<file path="src/rtl/multicycle_control_if.sv">
// Control-side bundle of the multicycle MIPS datapath: instruction fields and
// status going into the control FSM, strobes and selects coming back out.
// The memory handshake is level based: the memory holds mem_ready high in the
// one cycle in which it completes the access that mem_read/mem_write
// requests. The controller keeps its strobes asserted until it sees that cycle.
interface multicycle_control_if #(
    parameter int CNT_W = 32
);
    logic             run;
    logic [5:0]       opcode;
    logic [5:0]       funct;
    logic             zero;
    logic             mem_ready;
    logic             mem_read;
    logic             mem_write;
    logic             iord;
    logic             ir_write;
    logic             pc_write;
    logic [1:0]       pc_source;
    logic             alu_src_a;
    logic [1:0]       alu_src_b;
    logic [3:0]       alu_op;
    logic             reg_write;
    logic [1:0]       reg_dst;
    logic [1:0]       mem_to_reg;
    logic             illegal_op;
    logic             retire;
    logic [CNT_W-1:0] instr_count;
    logic [3:0]       state;

    // Datapath/testbench side: drives instruction fields, observes control.
    modport master (
        output run, opcode, funct, zero, mem_ready,
        input  mem_read, mem_write, iord, ir_write, pc_write, pc_source,
               alu_src_a, alu_src_b, alu_op, reg_write, reg_dst, mem_to_reg,
               illegal_op, retire, instr_count, state
    );

    // Control FSM side.
    modport slave (
        input  run, opcode, funct, zero, mem_ready,
        output mem_read, mem_write, iord, ir_write, pc_write, pc_source,
               alu_src_a, alu_src_b, alu_op, reg_write, reg_dst, mem_to_reg,
               illegal_op, retire, instr_count, state
    );
endinterface

</file>
<file path="src/rtl/multicycle_control.sv">
// Control FSM for the multicycle MIPS datapath. Each instruction walks
// FETCH -> DECODE -> execute/memory -> writeback, then returns to FETCH.
// FETCH, MEM_RD and MEM_WR wait on mem_ready. BRANCH resolves pc_write
// from the zero flag in the same cycle. Every completed instruction
// pulses retire and bumps a wrapping counter.
module multicycle_control #(
    parameter int CNT_W = 32
) (
    input logic                  clk,
    input logic                  reset,
    multicycle_control_if.slave  bus
);
    typedef enum logic [3:0] {
        S_IDLE     = 4'd0,
        S_FETCH    = 4'd1,
        S_DECODE   = 4'd2,
        S_EXEC_R   = 4'd3,
        S_EXEC_I   = 4'd4,
        S_MEM_ADDR = 4'd5,
        S_MEM_RD   = 4'd6,
        S_MEM_WR   = 4'd7,
        S_WB_MEM   = 4'd8,
        S_WB_ALU   = 4'd9,
        S_BRANCH   = 4'd10,
        S_JUMP     = 4'd11,
        S_JR       = 4'd12,
        S_JAL      = 4'd13
    } state_t;

    localparam logic [5:0] OP_RTYPE = 6'b000000;
    localparam logic [5:0] OP_J     = 6'b000010;
    localparam logic [5:0] OP_JAL   = 6'b000011;
    localparam logic [5:0] OP_BEQ   = 6'b000100;
    localparam logic [5:0] OP_BNE   = 6'b000101;
    localparam logic [5:0] OP_ADDI  = 6'b001000;
    localparam logic [5:0] OP_ANDI  = 6'b001100;
    localparam logic [5:0] OP_ORI   = 6'b001101;
    localparam logic [5:0] OP_LUI   = 6'b001111;
    localparam logic [5:0] OP_LW    = 6'b100011;
    localparam logic [5:0] OP_SW    = 6'b101011;
    localparam logic [5:0] FN_JR    = 6'b001000;

    state_t           state_q, state_d;
    logic [1:0]       reg_dst_q, reg_dst_d;
    logic [CNT_W-1:0] count_q, count_d;

    assign bus.state       = state_q;
    assign bus.instr_count = count_q;

    // State, remembered write-back destination and retire counter.
    always_ff @(posedge clk or posedge reset) begin
        if (reset) begin
            state_q   <= S_IDLE;
            reg_dst_q <= 2'b00;
            count_q   <= '0;
        end else begin
            state_q   <= state_d;
            reg_dst_q <= reg_dst_d;
            count_q   <= count_d;
        end
    end

    // Next state and all control outputs; everything defaults low each cycle.
    always_comb begin
        state_d        = state_q;
        reg_dst_d      = reg_dst_q;
        bus.mem_read   = 1'b0;
        bus.mem_write  = 1'b0;
        bus.iord       = 1'b0;
        bus.ir_write   = 1'b0;
        bus.pc_write   = 1'b0;
        bus.pc_source  = 2'b00;
        bus.alu_src_a  = 1'b0;
        bus.alu_src_b  = 2'b00;
        bus.alu_op     = 4'b0000;
        bus.reg_write  = 1'b0;
        bus.reg_dst    = 2'b00;
        bus.mem_to_reg = 2'b00;
        bus.illegal_op = 1'b0;
        bus.retire     = 1'b0;
        unique case (state_q)
            S_IDLE: begin
                if (bus.run) state_d = S_FETCH;
            end
            S_FETCH: begin
                // PC+4 computed every cycle; IR/PC only load on the ready cycle.
                bus.mem_read  = 1'b1;
                bus.alu_src_b = 2'b01;
                if (bus.mem_ready) begin
                    bus.ir_write = 1'b1;
                    bus.pc_write = 1'b1;
                    state_d      = S_DECODE;
                end
            end
            S_DECODE: begin
                // Speculative branch target lands in ALUOut.
                bus.alu_src_b = 2'b11;
                case (bus.opcode)
                    OP_RTYPE:                      state_d = (bus.funct == FN_JR) ? S_JR : S_EXEC_R;
                    OP_ADDI, OP_ORI, OP_ANDI, OP_LUI: state_d = S_EXEC_I;
                    OP_LW, OP_SW:                  state_d = S_MEM_ADDR;
                    OP_BEQ, OP_BNE:                state_d = S_BRANCH;
                    OP_J:                          state_d = S_JUMP;
                    OP_JAL:                        state_d = S_JAL;
                    default: begin
                        bus.illegal_op = 1'b1;
                        state_d        = S_FETCH;
                    end
                endcase
            end
            S_EXEC_R: begin
                bus.alu_src_a = 1'b1;
                bus.alu_op    = 4'b0111;
                reg_dst_d     = 2'b01;
                state_d       = S_WB_ALU;
            end
            S_EXEC_I: begin
                bus.alu_src_a = 1'b1;
                bus.alu_src_b = 2'b10;
                case (bus.opcode)
                    OP_ORI:  bus.alu_op = 4'b0001;
                    OP_ANDI: bus.alu_op = 4'b0010;
                    OP_LUI:  bus.alu_op = 4'b0011;
                    default: bus.alu_op = 4'b0000;
                endcase
                reg_dst_d = 2'b00;
                state_d   = S_WB_ALU;
            end
            S_WB_ALU: begin
                bus.reg_write = 1'b1;
                bus.reg_dst   = reg_dst_q;
                bus.retire    = 1'b1;
                state_d       = S_FETCH;
            end
            S_MEM_ADDR: begin
                bus.alu_src_a = 1'b1;
                bus.alu_src_b = 2'b10;
                if (bus.opcode == OP_LW) begin
                    bus.alu_op = 4'b0100;
                    state_d    = S_MEM_RD;
                end else begin
                    bus.alu_op = 4'b0101;
                    state_d    = S_MEM_WR;
                end
            end
            S_MEM_RD: begin
                bus.mem_read = 1'b1;
                bus.iord     = 1'b1;
                if (bus.mem_ready) state_d = S_WB_MEM;
            end
            S_WB_MEM: begin
                bus.reg_write  = 1'b1;
                bus.mem_to_reg = 2'b01;
                bus.retire     = 1'b1;
                state_d        = S_FETCH;
            end
            S_MEM_WR: begin
                bus.mem_write = 1'b1;
                bus.iord      = 1'b1;
                if (bus.mem_ready) begin
                    bus.retire = 1'b1;
                    state_d    = S_FETCH;
                end
            end
            S_BRANCH: begin
                bus.alu_src_a = 1'b1;
                bus.pc_source = 2'b01;
                if (bus.opcode == OP_BNE) begin
                    bus.alu_op   = 4'b1001;
                    bus.pc_write = ~bus.zero;
                end else begin
                    bus.alu_op   = 4'b1000;
                    bus.pc_write = bus.zero;
                end
                bus.retire = 1'b1;
                state_d    = S_FETCH;
            end
            S_JUMP: begin
                bus.pc_source = 2'b10;
                bus.pc_write  = 1'b1;
                bus.retire    = 1'b1;
                state_d       = S_FETCH;
            end
            S_JR: begin
                bus.pc_source = 2'b11;
                bus.pc_write  = 1'b1;
                bus.retire    = 1'b1;
                state_d       = S_FETCH;
            end
            S_JAL: begin
                // PC already holds PC+4, which is the link value written to $31.
                bus.pc_source  = 2'b10;
                bus.pc_write   = 1'b1;
                bus.reg_write  = 1'b1;
                bus.reg_dst    = 2'b10;
                bus.mem_to_reg = 2'b10;
                bus.retire     = 1'b1;
                state_d        = S_FETCH;
            end
            default: state_d = S_IDLE;
        endcase
    end

    // Retired-instruction count, wrapping naturally at all-ones.
    always_comb begin
        count_d = count_q;
        if (bus.retire) count_d = count_q + CNT_W'(1);
    end
endmodule

</file>
<file path="src/flat_wrapper.sv">
// flat-port wrapper written by rule: the top's interface ports become plain ports
module multicycle_control_flat 
#(
    parameter int CNT_W = 32
)
  (clk, reset, bus_run, bus_opcode, bus_funct, bus_zero, bus_mem_ready, bus_mem_read, bus_mem_write, bus_iord, bus_ir_write, bus_pc_write, bus_pc_source, bus_alu_src_a, bus_alu_src_b, bus_alu_op, bus_reg_write, bus_reg_dst, bus_mem_to_reg, bus_illegal_op, bus_retire, bus_instr_count, bus_state);
  multicycle_control_if #(.CNT_W(CNT_W)) bus_i ();
  input logic clk;
  input logic reset;
  input wire logic [$bits(bus_i.run)-1:0] bus_run;
  input wire logic [$bits(bus_i.opcode)-1:0] bus_opcode;
  input wire logic [$bits(bus_i.funct)-1:0] bus_funct;
  input wire logic [$bits(bus_i.zero)-1:0] bus_zero;
  input wire logic [$bits(bus_i.mem_ready)-1:0] bus_mem_ready;
  output wire logic [$bits(bus_i.mem_read)-1:0] bus_mem_read;
  output wire logic [$bits(bus_i.mem_write)-1:0] bus_mem_write;
  output wire logic [$bits(bus_i.iord)-1:0] bus_iord;
  output wire logic [$bits(bus_i.ir_write)-1:0] bus_ir_write;
  output wire logic [$bits(bus_i.pc_write)-1:0] bus_pc_write;
  output wire logic [$bits(bus_i.pc_source)-1:0] bus_pc_source;
  output wire logic [$bits(bus_i.alu_src_a)-1:0] bus_alu_src_a;
  output wire logic [$bits(bus_i.alu_src_b)-1:0] bus_alu_src_b;
  output wire logic [$bits(bus_i.alu_op)-1:0] bus_alu_op;
  output wire logic [$bits(bus_i.reg_write)-1:0] bus_reg_write;
  output wire logic [$bits(bus_i.reg_dst)-1:0] bus_reg_dst;
  output wire logic [$bits(bus_i.mem_to_reg)-1:0] bus_mem_to_reg;
  output wire logic [$bits(bus_i.illegal_op)-1:0] bus_illegal_op;
  output wire logic [$bits(bus_i.retire)-1:0] bus_retire;
  output wire logic [$bits(bus_i.instr_count)-1:0] bus_instr_count;
  output wire logic [$bits(bus_i.state)-1:0] bus_state;
  assign bus_i.run = bus_run;
  assign bus_i.opcode = bus_opcode;
  assign bus_i.funct = bus_funct;
  assign bus_i.zero = bus_zero;
  assign bus_i.mem_ready = bus_mem_ready;
  assign bus_mem_read = bus_i.mem_read;
  assign bus_mem_write = bus_i.mem_write;
  assign bus_iord = bus_i.iord;
  assign bus_ir_write = bus_i.ir_write;
  assign bus_pc_write = bus_i.pc_write;
  assign bus_pc_source = bus_i.pc_source;
  assign bus_alu_src_a = bus_i.alu_src_a;
  assign bus_alu_src_b = bus_i.alu_src_b;
  assign bus_alu_op = bus_i.alu_op;
  assign bus_reg_write = bus_i.reg_write;
  assign bus_reg_dst = bus_i.reg_dst;
  assign bus_mem_to_reg = bus_i.mem_to_reg;
  assign bus_illegal_op = bus_i.illegal_op;
  assign bus_retire = bus_i.retire;
  assign bus_instr_count = bus_i.instr_count;
  assign bus_state = bus_i.state;
  multicycle_control #(.CNT_W(CNT_W)) u_core (.clk(clk), .reset(reset), .bus(bus_i));
endmodule
</file>
<file path="config.mk">
export PLATFORM = sky130hd
export DESIGN_NAME = multicycle_control_flat
export DESIGN_NICKNAME = d
export VERILOG_FILES = /design/src/rtl/multicycle_control_if.sv /design/src/rtl/multicycle_control.sv /design/src/flat_wrapper.sv
export SDC_FILE = /design/constraint.sdc
export NUM_CORES = 1
export LEC_CHECK = 0
export ABC_AREA = 1
export BUFFER_PORTS_ARGS = -buffer_cell sky130_fd_sc_hd__buf_2
export CAP_MARGIN = 20
export CORE_MARGIN = 1
export CORE_UTILIZATION = 57
export CTS_CLUSTER_DIAMETER = 200
export DETAILED_ROUTE_END_ITERATION = 8
export PLACE_DENSITY = 0.86
export SKIP_CTS_REPAIR_TIMING = 1
export SLEW_MARGIN = 40
export SYNTH_ARGS = -nofsm -noshare
export SYNTH_HDL_FRONTEND = slang
export SYNTH_SLANG_ARGS = --single-unit
</file>
<file path="constraint.sdc">
create_clock -name clk -period 2.8 [get_ports clk]
set_input_delay 0.14 -clock clk [delete_from_list [all_inputs] [get_ports clk]]
set_output_delay 0.14 -clock clk [all_outputs]
set_load 0.005 [all_outputs]
</file>
==> flow_summary.toml <==
[route]
met3_length_um = 367
drc_errors = 0
dr.pass1.iters = 5
ant_nets = 0
drt-met1-wl_mm = 2.91
routed_wirelength_mm = 6.31
dr_wl_met2_mm = 2.98
top_layer_used = "met4"
avgViaCountPerCell = 5.22
wl_per_cell_um = 12.2
vias = 2699
drt_iter0_drc = 211

[worst_hold_path]
holdCritPathClass = "input pin to register"
hold_depth = 4

[logic_synthesis]
syn_area_per_cell_um2 = 6.70
synth_common_cells = "nand2_1, nor2_1, inv_1"
synthTopCellsByArea = "dfrtp_1, nand2_1, nor2_1, inv_1, xor2_1"
synth.cell_area_um2 = 2590
yosysTopAreaCell = "dfrtp_1"
ys_seq_elements = 37
yosysMostFrequentCell = "nand2_1"
synthesis.nets = 404
syn_inst = 386
async_flop_share = 1.00
synth_top_area_frac = 0.358
synth_edf_count = 0
synth.yosys.warnings = 0
yosys.cell_types.count = 30
ys_seq_area_frac = 0.358
synth_ff_type = "dfrtp_1"

[sta]
finalHoldViolCount = 0
rsz0062_at_grt = "false"
setup_viol = 0
fin_skew_ns = 0.00270
hold_ws_ns = 0.253
slew_headroom = 0.694
fmax_mhz = 538
tns_ns = 0
finalMaxSlewViolations = 0
fin_crit_ns = 1.86
max_slew.worst_pin.slew_ns = 0.459
min_period_over_period = 0.663

[clock_network]
ctsLongestPathBuffers = 2
clk_transition_reported_paths_ns = 0.07
htreeDepth = 2
cts_root_buf = "clkbuf_8"
worst_skew_pair.late_latency_ns = 0.29
cts_tree = "done"
cts_sinks = 37
cts_made_buffers = 5

[global_route]
grt_pass1_wl_mm = 10.6
grt_antenna_before_repair = 0
grt_pass1_vias = 2413
gr-total-overflow = 0
grt_usage = 0.269
grt_max_degree = 38

[critical_path]
critPathLaunchType = "register"
end_kind = "primary output"
crit_required_ns = 2.66
arrival_ns = 1.72
crit_path_max_fanout = 6
worstRegToRegCells = 9
critical_path_class = "register to primary output"

[die]
dieArea_um2 = 4810
rows = 24
io_pins = 74
core_um2 = 4350
die_height_um = 69.4
die_x_um = 69.4
initial_core_util = 0.594

[power]
p_seq_frac = 0.368
power_switching_uw = 854
internal_power_mw = 1.13
peakVddDrop_uv = 429
leakagePower_nw = 1.60
swShare = 0.430
clkPwrFrac = 0.193
pwr-share-comb = 0.439
power.density_nw_per_um2 = 640

[place]
io_buffers = 73
gp_congestion = 0.884
place_hpwl_mm = 4.91
place_inst = 509

[outcome]
status = "finished clean"

[final_layout]
area_growth_pct = 19.9
fin_cells = 517
drive_gt1_frac = 0.232
n_antenna_cell = 0
fin_nets = 483

[job]
drv_cap = 0
[stage by stage]
| step | utilization | instance area [um^2] | power [mW] | setup slack (ns) |
|---|---|---|---|---|
| final | 0.712 | 3100 | 1.99 | 0.942 |
| after global routing | 0.712 | 3100 | 2.13 | 0.776 |
| after CTS | 0.710 | 3090 | 1.99 | 0.963 |
| after detailed placement | 0.689 | 3000 | 1.61 | 1.09 |
| after global placement | 0.689 | 3000 | 1.59 | 1.17 |
| after floorplan | - | 2590 | 1.31 | 1.23 |
[worst max-delay path, cell delays in order (launching register included)]
cell	delay, ns
dfrtp_1	0.45
nor2_1	0.25
inv_1	0.10
nor2_1	0.23
inv_1	0.14
nor2_1	0.13
buf_2	0.12
[registers in the layout, indices dropped and copies added (netlist names)]
signal and flops:
u_core.reg_dst_q 1, u_core.bus.instr_count 32, u_core.bus.state 4
[cells in the final DEF (no fill, tap or decap), drive strengths merged]
master,count
o2111ai,1
clkinvlp,1
ha,1
dfrtp,37
buf,74
nand4,2
a31oi,4
or2,1
nor3,17
nand2,127
xnor2,5
nand3,29
nor2,73
clkbuf,6
nand3b,3
inv,51
o22ai,2
o21ai,13
xor2,15
a21oi,2
dlygate4sd3,1
[worst paths after layout]
kind / from / end / slack (ns)
max reg2reg: u_core.bus.state[1]$_DFFE_PP0P_ / u_core.bus.instr_count[21]$_DFFE_PP0P_ / 1.05
min reg2reg: u_core.bus.instr_count[14]$_DFFE_PP0P_ / u_core.bus.instr_count[14]$_DFFE_PP0P_ / 0.52
min in group asynchronous: reset / u_core.bus.instr_count[23]$_DFFE_PP0P_ / 0.50
max in group asynchronous: reset / u_core.bus.instr_count[25]$_DFFE_PP0P_ / 1.97
max: u_core.bus.state[2]$_DFFE_PP0P_ / bus_illegal_op / 0.94
min: bus_run / u_core.bus.state[0]$_DFFE_PP0P_ / 0.25
[metal layers]
metal,vias up,global-route usage
met5,-,0
met4,0,0.0544
met3,8,0.0407
met2,96,0.439
met1,1243,0.380
li1,1352,-
[final cells by class]
| type | instances | area [um^2] |
|---|---|---|
| clock buffer | 6 | 82.6 |
| clock inverter | 1 | 7.51 |
| fill | 362 | 1250 |
| inverter | 51 | 196 |
| multi-input combinational | 295 | 1440 |
| sequential | 37 | 926 |
| tap | 52 | 65.1 |
| timing repair buffer | 75 | 383 |
[logic make-up after synthesis]
logic type	Yosys count	synth area share
and+or+nand+nor	252	0.438
xor gates and xnor gates	20	0.0677
adders and majority gates	1	0.00483
DFF	37	0.358
AOI/OAI and AO/OA	22	0.0469
buffers and inverters	54	0.0851
[power by group through the flow]
stage               clock [mW]  sequential, mW  combinational, mW
finish                   0.383           0.731              0.872
floorplan                    0           0.724              0.591
CTS                      0.385           0.731              0.870
global route             0.404           0.746              0.978
detailed placement           0           0.741              0.867
global placement             0           0.731              0.857
(Power assumes the default switching activity.)
